===== src/rtl/ifetch_single_pkg.sv =====
// Shared definitions for the single-cycle MIPS fetch stage: opcodes, FSM states, word width.
package ifetch_single_pkg;
  localparam int INSTR_W = 32;

  localparam logic [5:0] OP_R_FORMAT = 6'd0;
  localparam logic [5:0] OP_LW       = 6'd35;
  localparam logic [5:0] OP_SW       = 6'd43;
  localparam logic [5:0] OP_BEQ      = 6'd4;
  localparam logic [5:0] OP_HALT     = 6'd63;

  typedef enum logic [1:0] {
    S_BOOT  = 2'd0,
    S_FETCH = 2'd1,
    S_EXEC  = 2'd2,
    S_HALT  = 2'd3
  } state_t;
endpackage


===== src/rtl/ifetch_single_pc_next_logic.sv =====
// Combinational next-PC: sequential pc+4 or taken-branch target (pc+4 + sext(imm)<<2), wrapping.
module pc_next_logic
  import ifetch_single_pkg::*;
(
  input  logic [INSTR_W-1:0] i_pc,
  input  logic [15:0]        i_imm,
  input  logic               i_branch,
  input  logic               i_zero,
  output logic [INSTR_W-1:0] o_pc_plus4,
  output logic [INSTR_W-1:0] o_pc_next
);
  logic [INSTR_W-1:0] w_offset;
  logic [INSTR_W-1:0] w_target;

  assign o_pc_plus4 = i_pc + 32'd4;
  assign w_offset   = {{14{i_imm[15]}}, i_imm, 2'b00};
  assign w_target   = o_pc_plus4 + w_offset;
  assign o_pc_next  = (i_branch & i_zero) ? w_target : o_pc_plus4;
endmodule


===== src/rtl/ifetch_single.sv =====
// Fetch stage: owns the PC, fetches over a req/ready memory port, holds the word for the decoder
// and applies the sequential / branch / halt decision when the datapath retires it.
module ifetch_single
  import ifetch_single_pkg::*;
#(
  parameter logic [31:0] RESET_PC = 32'h0000_0000,
  parameter int          CNT_W    = 16
) (
  input  logic              clk,
  input  logic              reset,
  output logic [31:0]       imem_addr,
  output logic              imem_req,
  input  logic [31:0]       imem_rdata,
  input  logic              imem_ready,
  output logic [31:0]       instr,
  output logic [5:0]        opcode,
  output logic              instr_valid,
  input  logic              advance,
  input  logic              branch,
  input  logic              zero,
  input  logic              halt,
  output logic [31:0]       pc,
  output logic [31:0]       pc_plus4,
  output logic              halted,
  output logic [CNT_W-1:0]  retired
);
  localparam logic [31:0] PC_RST = RESET_PC & ~32'd3;

  state_t             r_state;
  state_t             w_state_nxt;
  logic [31:0]        r_pc;
  logic [31:0]        r_instr;
  logic [CNT_W-1:0]   r_retired;
  logic               w_ld_instr;
  logic               w_ld_pc;
  logic               w_inc_ret;
  logic [31:0]        w_pc_plus4;
  logic [31:0]        w_pc_next;

  pc_next_logic u_pc_next (
    .i_pc       (r_pc),
    .i_imm      (r_instr[15:0]),
    .i_branch   (branch),
    .i_zero     (zero),
    .o_pc_plus4 (w_pc_plus4),
    .o_pc_next  (w_pc_next)
  );

  always_ff @(posedge clk or posedge reset) begin
    if (reset) r_state <= S_BOOT;
    else       r_state <= w_state_nxt;
  end

  // halt wins over branch; branch/zero only matter on a non-halt retire
  always_comb begin
    w_state_nxt = r_state;
    w_ld_instr  = 1'b0;
    w_ld_pc     = 1'b0;
    w_inc_ret   = 1'b0;
    case (r_state)
      S_BOOT:  w_state_nxt = S_FETCH;
      S_FETCH: if (imem_ready) begin
        w_ld_instr  = 1'b1;
        w_state_nxt = S_EXEC;
      end
      S_EXEC:  if (advance) begin
        if (halt) begin
          w_state_nxt = S_HALT;
        end else begin
          w_ld_pc     = 1'b1;
          w_inc_ret   = 1'b1;
          w_state_nxt = S_FETCH;
        end
      end
      S_HALT:  w_state_nxt = S_HALT;
      default: w_state_nxt = S_BOOT;
    endcase
  end

  always_ff @(posedge clk or posedge reset) begin
    if (reset) begin
      r_pc      <= PC_RST;
      r_instr   <= '0;
      r_retired <= '0;
    end else begin
      if (w_ld_instr) r_instr <= imem_rdata;
      if (w_ld_pc)    r_pc    <= {w_pc_next[31:2], 2'b00};
      if (w_inc_ret && (r_retired != {CNT_W{1'b1}}))
        r_retired <= r_retired + CNT_W'(1);
    end
  end

  assign imem_req    = (r_state == S_FETCH);
  assign imem_addr   = r_pc;
  assign instr       = r_instr;
  assign opcode      = r_instr[31:26];
  assign instr_valid = (r_state == S_EXEC);
  assign pc          = r_pc;
  assign pc_plus4    = w_pc_plus4;
  assign halted      = (r_state == S_HALT);
  assign retired     = r_retired;
endmodule

===== config.mk =====
export PLATFORM = sky130hd
export DESIGN_NAME = ifetch_single
export DESIGN_NICKNAME = d
export VERILOG_FILES = /design/src/rtl/ifetch_single_pkg.sv /design/src/rtl/ifetch_single_pc_next_logic.sv /design/src/rtl/ifetch_single.sv
export SDC_FILE = /design/constraint.sdc
export NUM_CORES = 1
export LEC_CHECK = 0
export ABC_AREA = 1
export CORE_MARGIN = 2
export CORE_UTILIZATION = 50
export CTS_CLUSTER_SIZE = 24
export DETAILED_ROUTE_END_ITERATION = 8
export PLACE_DENSITY = 0.88
export SETUP_SLACK_MARGIN = 0.1
export SLEW_MARGIN = 10
export SYNTH_ARGS = -nofsm -noshare
export SYNTH_HDL_FRONTEND = slang
export SYNTH_SLANG_ARGS = --single-unit

===== constraint.sdc =====
create_clock -name clk -period 3.35 [get_ports clk]
set_input_delay 0.67 -clock clk [delete_from_list [all_inputs] [get_ports clk]]
set_output_delay 0.67 -clock clk [all_outputs]
set_load 0.05 [all_outputs]

Word level (Yosys, flattened, before mapping)
Index checks and enable logic that the tools add are counted.

operators by class
  $add $sub $neg = 3
  equality and inequality tests = 6
  muxes and demuxes = 10
  bitwise logic cells = 1
  reductions and logical operators = 3

operators by type and width
  kind                                                   count
  adder 32 x 3 -> 32 bit, second input constant          1
  adder 32 bit                                           1
  2-to-1 mux 32 bit                                      1
  adder 16 x 1 -> 16 bit, second input constant          1
  inequality test 16 bit, second input constant          1
  case mux 2 bit (4 select lines)                        1
  2-to-1 mux 2 bit                                       3
  2-to-1 mux 1 bit                                       5
  equality test 2 bit, second input constant             2
  inequality test 2 x 1 -> 1 bit, second input constant  2
  equality test 2 x 1 -> 1 bit, second input constant    1
  zero test 2 bit                                        1
  AND reduction 2 bit                                    1
  bitwise AND 1 bit                                      1
  logical AND 1 bit                                      1

storage, ports and cells
  flip-flop bits (word level) = 80
  bits of input ports = 39
  logic and storage cells = 27

Depth between registers and ports, before layout
  depth in word-level cells = 4
  gate-level depth with buffers = 23

Modules after synthesis
A second synthesis with hierarchy kept.

second synthesis, totals
  cell total of the unflattened synthesis = 1057
  area total of the unflattened synthesis = 7149.4 um^2

modules (own cells, without submodules)
  module         instances  cells each  area each (um^2)  sequential area each (um^2)
  ifetch_single  1          397         3866.2            2001.9
  pc_next_logic  1          660         3283.1            0.0

Worst setup path after synthesis
OpenSTA, ideal clock, no wires.

  path kind = reg2reg
  from = register r_pc[2] (netlist: imem_addr[2])
  to = register r_pc[31] (netlist: imem_addr[31])
  library setup time = 118 ps
  data arrival time = 3772 ps
  data required time = 3232 ps
  path slack = -540 ps
  cell stages (with the launch flop) = 21
  clock period less this slack = 3890 ps
  path through = dfrtp_1 > inv_1 > nor2_1 > nand2_2 > inv_1 > nand2_1 > nor2_2 > xor2_1 > ha_1 > nand2_1 > inv_1 > nand2_1 > nand2_1 > a21oi_1 > nand2_1 > nand2_1 > nand2_1 > nand2_1 > nand3_1 > nand2_1 > nand2_1

between the ends
  word-level cells in the longest chain between the ends = 3

RTL lines
  item                      line                               source
  start: declaration        ifetch_single.sv:31                logic [31:0] r_pc;
  start signal: assignment  ifetch_single.sv:87                if (w_ld_pc) r_pc <= {w_pc_next[31:2], 2'b00};
  adder 32 x 3 -> 32 bit    ifetch_single_pc_next_logic.sv:15  assign o_pc_plus4 = i_pc + 32'd4;
  named net pc_plus4[2]     ifetch_single.sv:23                output logic [31:0] pc_plus4,
  adder 32 bit              ifetch_single_pc_next_logic.sv:17  assign w_target = o_pc_plus4 + w_offset;
  2-to-1 mux 32 bit         ifetch_single_pc_next_logic.sv:18  assign o_pc_next = (i_branch & i_zero) ? w_target : o_pc_plus4;

The timed path passes the listed nets, and every way through them passes these cells.
A chain may end at the register's enable or synchronous reset.

Final worst setup path
  from = register r_pc[2] (netlist: imem_addr[2])
  to = output port pc_plus4[11]

between the ends
  word-level cells in the longest chain between the ends = 1

RTL lines
  item                    line
  adder 32 x 3 -> 32 bit  ifetch_single_pc_next_logic.sv:15
  end: declaration        ifetch_single.sv:23

No other way between the ends.

==> impl_metrics.yaml <==
status:
  status: "completed"
cts:
  tritoncts: "built"
  cts.htree.levels: 3
  clkTransAtPathRegs_ns: 0.07
  cts_buffers: 9
  clock_path_buffers: 2
  root_buffer: "clkbuf_16"
  cts_sinks: 80
  insertion_delay_ns: 0.36
  cts_hold_buf: 0
yosys:
  yosysTopAreaCell: "dfrtp_1"
  synth_most_common_cell: "nand2_1"
  syn-cell-area_um2: 6920
  synth_area_leaders: "dfrtp_1, nand2_1, inv_1"
  synth_edf_count: 0
  synth_cell_type_count: 39
  synth-seq-cells: 80
  ys_seq_area_share_pct: 28.9
  netlist.area_leader.share_pct: 28.9
  synth-async-reset-ratio_pct: 100
  ys.warnings.count: 0
  synthFlopType: "dfrtp_1"
  yosys-top-cells-count: "nand2_1, inv_1, nor2_1, dfrtp_1, nand3_1"
  synth.avg_cell_area_um2: 6.69
  synthCells: 1034
sta:
  fin_crit_sh_pct: 94.1
  hold_viol_final: 0
  slew_violations: 0
  slew_headroom_pct: 31.7
  period_minus_slack_ns: 3.15
  max_clock_freq_mhz: 317
  setup_viol: 0
  tightest_slew_ns: 1.02
  fin_setup_tns_ns: 0
  rsz0062_at_grt: "true"
  clock_skew_ns: 0.0148
grt:
  grt_start_max_net_pins: 49
  grt_pass1_vias: 6995
  grt_pass1_wl_um: 36100
  grtUsageMet3_pct: 5.99
  grt-ovfl-total: 0
  use_met1_pct: 42.7
  grtUsageMet2_pct: 52.0
  antenna_found_initial: 0
  busiest_layer: "met2"
  grt_use_total_pct: 31.7
floorplan:
  die_w_um: 122
  fp-row-count: 42
  die_area_um2: 14800
  core_um2: 13400
  io_pins: 192
  die_y_um: 122
  start_util_pct: 51.6
setup_path:
  cp-end-kind: "output pin"
  crit_end: "pc_plus4[11]"
  timing.rr.end: "imem_addr[27]"
  start_kind: "register"
  crit_fanout: 5
  regToRegStartpoint: "imem_addr[2]"
  critPathArrivalTime_ns: 2.48
  crit_type: "register to output pin"
  cp-startpoint: "imem_addr[2]"
  cp.required_ns: 2.68
  reg2reg_depth: 19
  rrSetupSlack_ns: 0.24
layout:
  areaGrowthSynthToFinish_pct: 38.1
  num-nets-final: 1281
  layout-drive-gt1-share_pct: 15.9
  n_antenna_cell: 0
worst_hold_path:
  hold_depth: 1
  hold_class: "register to register"
detailed_routing:
  drt_iter0_drc: 726
  route.detailed.drc: 0
  routedWlPerCell_um: 16.5
  viasPerCell: 5.36
  drtAntennaViolNets: 0
  vias: 7430
  routed_wl_um: 22900
  first_pass_iters: 6
placement:
  hpwlAfterDp_um: 17800
  place.gp.congestion: 1.01
  io_buffers: 185
run:
  maxCapViolCount: 0
how the worst min path moves through the flow:
| stage | from | slack (ns) | endpoint |
|---|---|---|---|
| after floorplan | r_state[0] | 0.51 | r_state[1] |
| final | retired[5] | 0.50 | retired[5] |
| after detailed placement | retired[5] | 0.49 | retired[5] |
| after CTS | retired[5] | 0.50 | retired[5] |
| after global routing | retired[5] | 0.51 | retired[5] |
| after global placement | instr[17] | 0.49 | instr[17] |
timing repair:
action	4_1_cts	5_1_grt
endpoints found under the hold margin	0	0
gates cloned	0	0
setup buffers	0	3
setup endpoints to repair	6	21
resized for setup	5	40
pin swaps	0	2
area by class of cell:
cell class              instances  area (um2)
clock buffers                  10         239
clock inverters                 6        72.6
fillers                      1087        3840
inverters                     152         576
multi-input cells             752        4400
flip-flops and latches         80        2010
well taps                     176         220
repair buffers                209        2030
through the flow:
| stage | util (%) | instance area (um2) | setup WS, ns | hold slack [ns] | instances |
|---|---|---|---|---|---|
| after floorplan | - | 7210 | 0.0878 | 0.509 | 1039 |
| after global placement | 67.7 | 9070 | 0.0804 | 0.485 | 1366 |
| after detailed placement | 67.7 | 9070 | 0.00241 | 0.491 | 1366 |
| after CTS | 70.0 | 9380 | 0.0708 | 0.504 | 1382 |
| after global routing | 71.3 | 9560 | 0.0430 | 0.514 | 1385 |
| final | 71.3 | 9560 | 0.197 | 0.502 | 1385 |
state kept, by name, summed over array words and instances (netlist names):
register   flops
imem_addr     30
r_state        2
retired       16
instr         32
logic make-up (layout without fill, tap and decap cells):
group | count (synthesis) | count (layout) | share of synthesized area (%)
AND/OR/NAND/NOR | 570 | 570 | 35.3
flip-flops | 80 | 80 | 28.9
buffers and inverters | 207 | 377 | 13.6
adder cells (fa/ha/maj) | 38 | 38 | 6.98
other | 1 | 6 | 0.0542
multiplexers | 31 | 31 | 5.05
AO/OA/AOI/OAI | 77 | 77 | 6.15
XOR/XNOR | 30 | 30 | 3.91
cell usage in the layout (no fill, tap or decap), types with 4 or more instances in the layout:
cell               n
nand3_1           71
o21ai_0           16
nor3_4             5
xor2_4             8
dfrtp_2           10
nand2_1          324
nand4_1           12
xnor2_1           10
nand3_2            4
nor2_4             7
nand2_2           13
buf_4             38
nor2_1            93
inv_2              4
nor3_1             4
a31oi_1            9
buf_12             4
nor2_2            13
dfrtp_1           70
clkdlybuf4s50_1  164
inv_1            145
a21oi_2            6
ha_4               5
a21oi_1           34
ha_1              32
nor3_2             6
mux2_2            31
conb_1             6
xor2_1             7
or2_2              7
clkbuf_16          9
worst max-delay path, cell delays in order (launching register included):
cell and delay, ns:
dfrtp_2 0.44, clkinvlp_4 0.17, nor2_4 0.13, nand2_4 0.10, inv_1 0.08, nand2_2 0.12, xnor2_4 0.23, clkdlybuf4s50_1 0.84
routing by layer:
metal / share of wire, % / vias to the layer above
li1: - / 3533
met5: 0 / -
met2: 46 / 416
met1: 41 / 3437
met4: 2.6 / 0
met3: 9.9 / 44
Power is not shown: default switching activity piles up to over one toggle a cycle in this logic, so the estimate is an artifact.
==> edit 1: new RTL, same flow settings <==
`CNT_W`: 16 -> 32.
--- a/src/rtl/ifetch_single.sv
+++ b/src/rtl/ifetch_single.sv
@@ -5,5 +5,5 @@
 #(
   parameter logic [31:0] RESET_PC = 32'h0000_0000,
-  parameter int          CNT_W    = 16
+  parameter int          CNT_W    = 32
 ) (
   input  logic              clk,
Interface: changed (resized retired); port bits go from 192 to 208. No check against the original RTL was run, so the function may have changed too.
==> edit 1 against the original RTL <==
- die area increased by 12%
- clock skew increased by 0.88 ps
- global-route usage decreased by 0.69 points
- maximum frequency decreased by 1.6%
- cell area increased by 7.6%
- synthesized cell count increased by 10%
- via count increased by 9.6%
- first-iteration DRC count decreased by 9.6%
- area after synthesis increased by 13%
- sequential cell count increased by 16
- routed wire length increased by 12%
- setup slack got worse by 52 ps
- critical endpoint unchanged
- largest cell class unchanged
- highest routed layer unchanged
Power is left out: it rests on default switching activity, and per cell area and clock period it moved more than threefold.
==> edit 1: results (changes against the original RTL) <==
* Initial core utilization at 0.513 (was 0.516)
* Max_slew headroom at 0.321 (was 0.317)
* Final Skew at 15.7 ps (was 14.8 ps)
* Synth cell count leaders: nand2_1, inv_1, nor2_1 (unchanged)
* Met3 Use GR at 0.0578 (was 0.0599)
* Initial antenna violation count at 0 (unchanged)
* Via count at 8143 (was 7430)
* Netlist cell types at 43 (was 39)
* Status: finished, final reports clean (unchanged)
* Post-synthesis cell count at 1141 (was 1034)
* CP arrival at 2540 ps (was 2480 ps)
* Hold Path Origin: instr[20]$_DFFE_PP0P_ (was retired[5]$_DFFE_PP0P_)
* Routed wire length at 25700 um (was 22900 um)
* Hold path endpoint: instr[20]$_DFFE_PP0P_ (was retired[5]$_DFFE_PP0P_)
* Placed insts at 1494 (was 1366)
* Post-DP Area at 9900 um^2 (was 9070 um^2)
* Vias in the first global route at 7496 (was 6995)
* R2r endpoint: imem_addr[30]$_DFFE_PP0P_ (was imem_addr[27]$_DFFE_PP0P_)
* Pin count of the biggest net entering global routing at 56 (was 49)
* Min-Delay Path Depth at 1 (unchanged)
* R2R cell count at 15 (was 19)
* Synth area leaders: dfrtp_1, nand2_1, inv_1 (unchanged)
* Met2 usage at 0.502 (was 0.520)
* Met1 usage at 0.422 (was 0.427)
* First-pass GRT wire length at 39600 um (was 36100 um)
* Layout cells sized above 1 at 0.112 (was 0.159)
* Ant. Diodes at 0 (unchanged)
* Max Cap Viol at 0 (unchanged)
* Worst-path clk slew at 80 ps
* Nets at 1400 (was 1281)
* PortBufs at 201 (was 185)
* Post-synthesis sequential area ratio at 0.308 (was 0.289)
* GRT Total Usage at 0.310 (was 0.317)
* Routed len/inst at 17.0 um (was 16.5 um)
* Pre-CTS setup slack at 151 ps (was 2.41 ps)
* DRT iter0 DRCs at 656 (was 726)
* Fillers at 1272 (was 1087)
* DRT Pass-1 Iters at 5 (was 6)
* Reg2reg start: imem_addr[9]$_DFFE_PP0P_ (was imem_addr[2]$_DFFE_PP0P_)
* Post-DP HPWL at 19800 um (was 17800 um)
* Ys Warns at 0 (unchanged)
* GP Congestion at 1.03 (was 1.01)
-- edit 1: changes by cell type after synthesis, moves of 4 or more --
cell,before,now
nor2_1,105,117
dfrtp_1,80,96
xor2_1,15,35
nand4_1,12,19
nor3_1,8,12
nand2_1,330,359
nand3_1,74,79
inv_1,148,156
-- edit 1: final cells by class --
class	count	area share
multi-input cells	833	0.446
flip-flops and latches	96	0.235
repair buffers	223	0.209
inverters	160	0.0586
well taps	188	0.0229
clock buffers	9	0.0219
clock inverters	7	0.00706
-- edit 1: critical path, cell delays in order, from the launching register on --
cell	delay, ps
dfrtp_1	470
nand2_1	160
nor2_4	200
nand2_1	170
xor2_2	310
clkdlybuf4s50_1	860
-- edit 1: logic make-up after synthesis --
| group | synth area share |
|---|---|
| and+or+nand+nor | 0.348 |
| buffers and inverters | 0.127 |
| DFF | 0.308 |
| AOI/OAI and AO/OA | 0.0541 |
| xor gates and xnor gates | 0.0549 |
| adders and majority gates | 0.0620 |
| muxes | 0.0448 |
| other | 0.000481 |
-- edit 1: per-layer routing --
metal,part of all wire,up-vias
met3,0.084,62
li1,-,3896
met1,0.42,3807
met2,0.46,378
met4,0.033,0
met5,0,-
-- edit 1: what timing repair did --
action	CTS	global route
setup buffers	0	6
endpoints found under the setup margin	5	24
hold buffers	0	0
pin swaps	0	2
gates resized for setup	5	20
-- edit 1: how the worst max path moves through the flow --
stage                                          from                   endpoint  slack [ps]
after floorplan            imem_addr[3]$_DFFE_PP0P_  imem_addr[12]$_DFFE_PP0P_          40
after global placement    imem_addr[14]$_DFFE_PP0P_  imem_addr[31]$_DFFE_PP0P_         210
after detailed placement  imem_addr[14]$_DFFE_PP0P_  imem_addr[31]$_DFFE_PP0P_         150
after CTS                  imem_addr[3]$_DFFE_PP0P_               pc_plus4[12]         100
after global routing       imem_addr[4]$_DFFE_PP0P_  imem_addr[31]$_DFFE_PP0P_          20
final                      imem_addr[9]$_DFFE_PP0P_               pc_plus4[11]         140
-- edit 1: per-stage QoR --
| stage | hold slack (ps) | util |
|---|---|---|
| 2_1_floorplan | 521 | - |
| 3_3_place_gp | 486 | 0.651 |
| 3_5_place_dp | 492 | 0.651 |
| 4_1_cts | 510 | 0.670 |
| 5_1_grt | 526 | 0.677 |
| 6_report | 507 | 0.677 |
==> edit 2: new RTL, same settings <==
Made on the original files. The 4 states of `state_t` get a one-hot encoding in 4 bits.
--- a/src/rtl/ifetch_single_pkg.sv
+++ b/src/rtl/ifetch_single_pkg.sv
@@ -9,9 +9,9 @@
   localparam logic [5:0] OP_HALT     = 6'd63;
 
-  typedef enum logic [1:0] {
-    S_BOOT  = 2'd0,
-    S_FETCH = 2'd1,
-    S_EXEC  = 2'd2,
-    S_HALT  = 2'd3
+  typedef enum logic [3:0] {
+    S_BOOT  = 4'b0001,
+    S_FETCH = 4'b0010,
+    S_EXEC  = 4'b0100,
+    S_HALT  = 4'b1000
   } state_t;
 endpackage
Formal check against the unedited RTL: same outputs for any inputs over 4 cycles, from zero or initial values and one cycle with reset high; so few cycles prove little.
==> edit 2 against the original RTL <==
- synthesized cell count rose by 7.4%
- routed wire length rose by 3.5%
- cell count rose by 5.5%
- area after synthesis rose by 2.2%
- count of clock-buffer cells in the layout fell by 1
- setup slack got worse by 63 ps
- sequential share of layout area rose by 0.61 points
- sequential cell count rose by 2
- worst hold slack got worse by 30 ps
- cell area fell by 0.33%
- critical path type is now flip-flop to flip-flop
Power is not shown: default switching activity piles up to over one toggle a cycle in this logic, so the estimate is an artifact.
==> edit 2: results (changes against the original RTL) <==
* DRT iter0 DRCs at 689 (was 726)
* Post-Synth XOR/XNOR Area at 0.0458 (was 0.0391)
* Worst-path clk slew at 70 ps (about the same)
* Post-Synth Adder-Cell Area at 0.0683 (was 0.0698)
* Pin count of the biggest net entering global routing at 83 (was 49)
* Max incr delay on CP at 420 ps (was 840 ps)
* Worst-path fanout max at 5 (unchanged)
* Netlist cell types at 44 (was 39)
* Post-synth top area share at 0.287 (was 0.289)
* Post-DP Area at 9010 um^2 (was 9070 um^2)
* Final Skew at 10.6 ps (was 14.8 ps)
* DRT Pass-1 Iters at 5 (was 6)
* Max reg flops at 32 (unchanged)
* Reg2Reg Setup Slack at 130 ps (was 240 ps)
* Worst-margin pin slew at 1060 ps (was 1020 ps)
* First-pass GRT wire length at 36200 um (was 36100 um)
* Status: finished, final reports clean (unchanged)
* Async SR Flop Fraction at 1.00 (unchanged)
* Synth area leaders: dfrtp_1, nand2_1, inv_1 (unchanged)
* Post-DP HPWL at 18100 um (was 17800 um)
* GRT Total Usage at 0.310 (was 0.317)
* CP max stage cell: dfrtp_2 (was clkdlybuf4s50_1)
* GP Congestion at 1.03 (was 1.01)
* Skew-Pair Late Insertion Delay at 340 ps (was 360 ps)
* Layout cells sized above 1 at 0.110 (was 0.159)
* Top delay family on crit path: simple AND/OR/NAND/NOR gates (was buffers and inverters)
* Ant. Diodes at 0 (unchanged)
* Vias in the first global route at 7104 (was 6995)
* Via count at 7772 (was 7430)
* Post-synthesis mux area share at 0 (was 0.0505)
* Nets at 1353 (was 1281)
* PortBufs at 185 (unchanged)
* Post-synthesis sequential area ratio at 0.290 (was 0.289)
* Ys Warns at 0 (unchanged)
* Routed len/inst at 16.2 um (was 16.5 um)
* Fillers at 1123 (was 1087)
* Synth cell count leaders: nand2_1, inv_1, nor2_1 (unchanged)
* CP arrival at 3440 ps (was 2480 ps)
* Compound-Gate Fraction of Synth Area at 0.0593 (was 0.0615)
* Num CTS Buffers at 9 (unchanged)
==> edit 2: cell types whose count changed after synthesis, moves of 8 or more <==
cell     before  now
xor2_1       15   26
nand2_1     330  455
nor2_1      105   87
a21oi_1      39   24
a31oi_1       9    0
nand2_2       8    0
mux2_2       31    0
==> edit 2: cells by family after synthesis <==
logic type	Yosys count
xor+xnor	37
buf+inv	214
simple gates	669
other cells	1
fa+ha+maj	38
flops	82
compound gates	70
==> edit 2: worst register-to-register path, cell delays in order, from the launching register on <==
cell and delay (ps):
dfrtp_2 420, ha_2 230, nand3_2 160, nor3_4 260, inv_2 130, nor2_4 220
xor2_4 180, ha_1 300, nand2_1 130, inv_1 60, nand2_1 80, inv_1 60
a21oi_1 200, nand2_2 140, o21ai_0 290, nand2_1 100, nand2_1 80, nand2_1 50
==> edit 2: path summary, 6_finish.rpt <==
kind                                     startpoint                   endpoint  cells after the start
min reg2reg                   instr[25]$_DFFE_PP0P_      instr[25]$_DFFE_PP0P_                      2
min                           instr[25]$_DFFE_PP0P_      instr[25]$_DFFE_PP0P_                      2
max                        imem_addr[2]$_DFFE_PP0P_  imem_addr[15]$_DFFE_PP0P_                     17
max reg2reg                imem_addr[2]$_DFFE_PP0P_  imem_addr[15]$_DFFE_PP0P_                     17
min in group asynchronous                     reset     retired[6]$_DFFE_PP0P_                      3
max in group asynchronous                     reset  imem_addr[13]$_DFFE_PP0P_                      3
==> edit 2: stage by stage <==
| stage | TNS, ps | hold WS [ps] | std cells | setup WS (ps) |
|---|---|---|---|---|
| 6_report | 0 | 472 | 1461 | 135 |
| 5_1_grt | -108 | 505 | 1461 | -56.2 |
| 4_1_cts | 0 | 475 | 1448 | 29.3 |
| 3_5_place_dp | -14.8 | 458 | 1431 | -14.8 |
| 3_3_place_gp | 0 | 454 | 1431 | 139 |
| 2_1_floorplan | 0 | 594 | 1116 | 73.9 |
==> edit 2: area by class of cell <==
type	instances	area, um^2	area share
Clock buffer	9	225	0.0236
Clock inverter	7	50.0	0.00525
Inverter	154	579	0.0608
Multi-Input combinational cell	820	4370	0.458
Sequential cell	82	2070	0.217
Tap cell	180	225	0.0236
Timing Repair Buffer	209	2010	0.211
==> edit 2: timing repair <==
item | in CTS | in global routing
resized for setup | 5 | 36
setup buffers | 1 | 13
pin swaps | 1 | 6
setup endpoints to repair | 6 | 24
endpoints found under the hold margin | 0 | 0
hold buffers | 0 | 0
==> edit 2: routing by layer <==
metal / wire, um / vias to the layer above / track usage
li1: - / 3698 / -
met1: 9520 / 3564 / 0.411
met2: 11100 / 446 / 0.512
met3: 2300 / 64 / 0.0544
met4: 823 / 0 / 0.109
met5: 0 / - / 0
